File: src/rtl/uart_rx_stb.sv
// 8N1 UART receiver with a one-entry strobe/ack output buffer; byte appears one cycle after the mid-stop-bit sample.
// Holds the byte until o_ack; a byte completing while the buffer is full and not being accepted is dropped with an overrun pulse.
module uart_rx_stb #(
    parameter int CLK_DIV = 434,
    parameter int WIDTH   = 8
) (
    input  logic             CLK,
    input  logic             RST_N,
    input  logic             rx,
    output logic [WIDTH-1:0] o_data,
    output logic             o_stb,
    input  logic             o_ack,
    output logic             frame_err,
    output logic             overrun
);

    typedef enum logic [2:0] {
        S_IDLE,
        S_START,
        S_DATA,
        S_STOP,
        S_WAIT_HIGH
    } state_t;

    localparam int              BW       = (WIDTH > 1) ? $clog2(WIDTH) : 1;
    localparam logic [15:0]     HALF_M1  = 16'(CLK_DIV / 2 - 1);
    localparam logic [15:0]     FULL_M1  = 16'(CLK_DIV - 1);
    localparam logic [BW-1:0]   LAST_BIT = BW'(WIDTH - 1);

    logic             r_sync1;
    logic             r_rx_s;
    state_t           r_state;
    state_t           w_next;
    logic [15:0]      r_cnt;
    logic [BW-1:0]    r_bitn;
    logic [WIDTH-1:0] r_shreg;
    logic [WIDTH-1:0] r_data;
    logic             r_stb;
    logic             r_ferr;
    logic             r_ovr;

    logic             w_cnt_zero;
    logic             w_done;
    logic             w_ferr_ev;
    logic             w_accept;
    logic             w_load;

    // Both stages reset high so an idle line never looks like a start bit.
    always_ff @(posedge CLK or negedge RST_N) begin
        if (!RST_N) begin
            r_sync1 <= 1'b1;
            r_rx_s  <= 1'b1;
        end else begin
            r_sync1 <= rx;
            r_rx_s  <= r_sync1;
        end
    end

    always_ff @(posedge CLK or negedge RST_N) begin
        if (!RST_N) begin
            r_state <= S_IDLE;
        end else begin
            r_state <= w_next;
        end
    end

    assign w_cnt_zero = (r_cnt == 16'd0);

    always_comb begin
        w_next    = r_state;
        w_done    = 1'b0;
        w_ferr_ev = 1'b0;
        case (r_state)
            S_IDLE: begin
                if (!r_rx_s) w_next = S_START;
            end
            S_START: begin
                if (w_cnt_zero) w_next = r_rx_s ? S_IDLE : S_DATA;
            end
            S_DATA: begin
                if (w_cnt_zero && (r_bitn == LAST_BIT)) w_next = S_STOP;
            end
            S_STOP: begin
                if (w_cnt_zero) begin
                    if (r_rx_s) begin
                        w_done = 1'b1;
                        w_next = S_IDLE;
                    end else begin
                        w_ferr_ev = 1'b1;
                        w_next    = S_WAIT_HIGH;
                    end
                end
            end
            S_WAIT_HIGH: begin
                if (r_rx_s) w_next = S_IDLE;
            end
            default: w_next = S_IDLE;
        endcase
    end

    assign w_accept = r_stb & o_ack;
    assign w_load   = w_done & (~r_stb | w_accept);

    always_ff @(posedge CLK or negedge RST_N) begin
        if (!RST_N) begin
            r_cnt   <= 16'd0;
            r_bitn  <= '0;
            r_shreg <= '0;
        end else begin
            case (r_state)
                S_IDLE: begin
                    if (!r_rx_s) r_cnt <= HALF_M1;
                end
                S_START: begin
                    if (w_cnt_zero) begin
                        r_cnt  <= FULL_M1;
                        r_bitn <= '0;
                    end else begin
                        r_cnt <= r_cnt - 16'd1;
                    end
                end
                S_DATA: begin
                    if (w_cnt_zero) begin
                        r_cnt   <= FULL_M1;
                        r_shreg <= {r_rx_s, r_shreg[WIDTH-1:1]};
                        if (r_bitn != LAST_BIT) r_bitn <= r_bitn + 1'b1;
                    end else begin
                        r_cnt <= r_cnt - 16'd1;
                    end
                end
                S_STOP: begin
                    if (!w_cnt_zero) r_cnt <= r_cnt - 16'd1;
                end
                default: ;
            endcase
        end
    end

    // A completion in the same cycle as an accept refills the buffer, so o_stb stays high.
    always_ff @(posedge CLK or negedge RST_N) begin
        if (!RST_N) begin
            r_data <= '0;
            r_stb  <= 1'b0;
            r_ferr <= 1'b0;
            r_ovr  <= 1'b0;
        end else begin
            if (w_load) begin
                r_data <= r_shreg;
                r_stb  <= 1'b1;
            end else if (w_accept) begin
                r_stb <= 1'b0;
            end
            r_ferr <= w_ferr_ev;
            r_ovr  <= w_done & r_stb & ~o_ack;
        end
    end

    assign o_data    = r_data;
    assign o_stb     = r_stb;
    assign frame_err = r_ferr;
    assign overrun   = r_ovr;

endmodule

File: config.mk
export PLATFORM = sky130hd
export DESIGN_NAME = uart_rx_stb
export DESIGN_NICKNAME = d
export VERILOG_FILES = /design/src/rtl/uart_rx_stb.sv
export SDC_FILE = /design/constraint.sdc
export NUM_CORES = 1
export LEC_CHECK = 0
export ABC_AREA = 1
export BUFFER_PORTS_ARGS = -buffer_cell sky130_fd_sc_hd__buf_2
export CORE_MARGIN = 3
export CORE_UTILIZATION = 54
export CTS_CLUSTER_DIAMETER = 50
export CTS_CLUSTER_SIZE = 24
export DETAILED_ROUTE_END_ITERATION = 10
export GPL_ROUTABILITY_DRIVEN = 0
export MAX_ROUTING_LAYER = met4
export PLACE_DENSITY = 0.72
export SLEW_MARGIN = 20
export SYNTH_ARGS = -nofsm -noshare
export SYNTH_HDL_FRONTEND = slang
export SYNTH_SLANG_ARGS = --single-unit
File: constraint.sdc
create_clock -name CLK -period 1.6 [get_ports CLK]
set_input_delay 0.16 -clock CLK [delete_from_list [all_inputs] [get_ports CLK]]
set_output_delay 0.16 -clock CLK [all_outputs]
set_load 0.005 [all_outputs]
==> qor.txt <==
status: complete, but fails checks
violated checks: negative setup slack
placed cell area: 2720 µm²
# port buffers: 14
die height: 72.5 µm
design area: 3070 µm²
io pins: 15
Mapped Nets: 291
syn avg cell area: 8.41 µm²
root buffer cell: clkbuf_8
Initial DRC Count: 99
vias post-DR: 2014
crit start category: register
Max Cap Viol: 0
layout cell share with drive strength beyond 1: 0.383
Top cell by count, worst path: nor2_4
final worst slack: -0.0121 ns
critical path cell sequence: nor2_4 -> nand2_1 -> nor2_4 -> nand2_4 -> nor2_4 -> nand3_4 -> o21ai_2
Non-Filler Instances: 395
Rows: 23
PwrDens: 590 nW/µm²
TritonCTS Buffers: 5
CTS tree: yes
max layer used: met4
Worst Tran Pin Value: 0.425 ns
CTS Buffer Depth: 2
number of synthesized register bits: 43
largest net degree at the start of global routing: 28
total global routing overflow: 0
Die X: 72.5 µm
Final setup viols: 1
Max rail drop VDD: 0.000419 V
Fmax: 0.620 GHz
mean number of vias per cell: 5.10
DRC: 0
Placed Cells: 373
vias in the first global route: 1978
post-synthesis cell count: 284
drt first pass iters: 4
Worst setup EP type: register
fin. max-slew vios: 0
nets@finish: 351
CP max stage delay: 0.43 ns
Buf/Inv on CP: 0
CTS Sinks: 43
Crit Reg-Reg Startpoint: r_cnt[9]$_DFFE_PN0P_
hpwl dp: 3.66 mm
Leak: 1.52 nW
sequential share of the synthesized area: 0.452
Synth Warn #: 0
final WL: 5.24 mm
Slew headroom: 0.717
Yosys cell types: 33
ANT nets after route: 0
commonest non-fill, non-tap cell in the layout: nand2_1
final hold vios: 0
FF-to-FF path depth: 7
Setup Skew: 0.00735 ns
Crit Path Max Fanout: 8
met2 routed WL: 2.60 mm
area delta synth->final: 28.4%
fin crit period: 1.61 ns
FF-to-FF End: o_data[5]$_DFFE_PN0P_
crit path DAT: 1.84 ns
pre-CTS setup slack: -0.0805 ns
initial antenna violation count: 0
routed wl met3: 198 µm
initial core utilization: 0.576
Mapped Area: 2390 µm²
first-pass GRT wire length: 9.07 mm
All-Layer GR Usage: 0.229
Met1 Wirelength: 2.35 mm
Critical-path top delay cell: dfrtp_1
worst reg2reg setup slack: -0.01 ns
clk slew on worst S/H paths: 0.08 ns
critical path type: reg -> reg
Core Util, Final: 0.740
unrepaired setup endpoints after global routing: yes
Total Neg Setup Slack: -0.0121 ns
Worst Path Required: 1.83 ns
antenna fix cells: 0
clock latency at the later pin of the worst-skew pair: 0.30 ns
min-delay worst type: in -> async
routed len/inst: 13.3 µm
H-tree levels: 2
critical path's top delay family: simple AND/OR/NAND/NOR gates
Die ar.: 5250 µm²
core area: 4140 µm²
post-route clock period utilization: 1.01
CP Launch Point: r_cnt[9]$_DFFE_PN0P_
most frequent cells in the layout: nand2_1, dfrtp_1, buf_4
synthesized netlist by cell type (all sizes together):
cell type / n / share of area
a21oi: 3 / 0.0063
a22oi: 1 / 0.0031
buf: 3 / 0.012
dfrtp: 41 / 0.43
dfstp: 2 / 0.022
ha: 3 / 0.016
inv: 41 / 0.067
nand2: 85 / 0.16
nand3: 23 / 0.070
nand4: 7 / 0.018
nor2: 34 / 0.084
nor3: 5 / 0.019
o2111ai: 1 / 0.0037
o21ai: 29 / 0.073
o21bai: 1 / 0.0031
o22ai: 1 / 0.0026
xnor2: 2 / 0.0073
xor2: 2 / 0.0073
where the power goes:
group | leakage [nW] | internal [mW] | switching [mW]
Clock | 0.0412 | 0.305 | 0.371
Sequential | 0.574 | 1.09 | 0.00149
Combinational | 0.905 | 0.0146 | 0.0276
through the flow:
step,total power [mW],hold slack (ns)
after floorplan,1.12,-0.136
after global placement,1.15,0.116
after detailed placement,1.15,0.121
after CTS,1.83,0.273
after global routing,1.87,0.341
final,1.81,0.320
registers in the layout, indices dropped and copies added, names as in the netlist:
signal / count
o_data: 8
r_state: 3
r_sync1: 1
frame_err: 1
r_shreg: 8
r_rx_s: 1
o_stb: 1
overrun: 1
r_bitn: 3
r_cnt: 16
kinds of logic after synthesis:
logic type / synth area share
xor+xnor: 0.0147
simple gates: 0.347
compound gates: 0.0922
buf+inv: 0.0781
fa+ha+maj: 0.0157
flops: 0.452
layer usage:
layer	GRT usage	vias to the layer above
met1	0.307	933
met5	-	-
li1	-	1027
met3	0.0512	12
met2	0.356	42
met4	0.0553	0
worst max path at each step:
stage	endpoint	cells past startpoint
final	o_data[5]$_DFFE_PN0P_	7
after global routing	o_data[5]$_DFFE_PN0P_	7
after CTS	r_shreg[5]$_DFFE_PN0P_	7
after detailed placement	o_data[5]$_DFFE_PN0P_	9
after global placement	o_data[5]$_DFFE_PN0P_	9
after floorplan	o_data[6]$_DFFE_PN0P_	10
repair_timing:
action / CTS / global route
setup endpoints to repair: 21 / 38
cloned: 1 / 1
endpoints found under the hold margin: 15 / 0
pin swaps: 0 / 22
setup buffers: 1 / 9
resized for setup: 3 / 40
hold buffers: 2 / 0
layout make-up:
class | instances | area, µm²
fill | 304 | 1080
inverter | 41 | 161
clock buffer | 6 | 72.6
clock inverter | 2 | 12.5
timing repair buffer | 54 | 395
tap | 50 | 62.6
multi-input combinational | 199 | 1280
sequential | 43 | 1080
(Power assumes the default switching activity.)
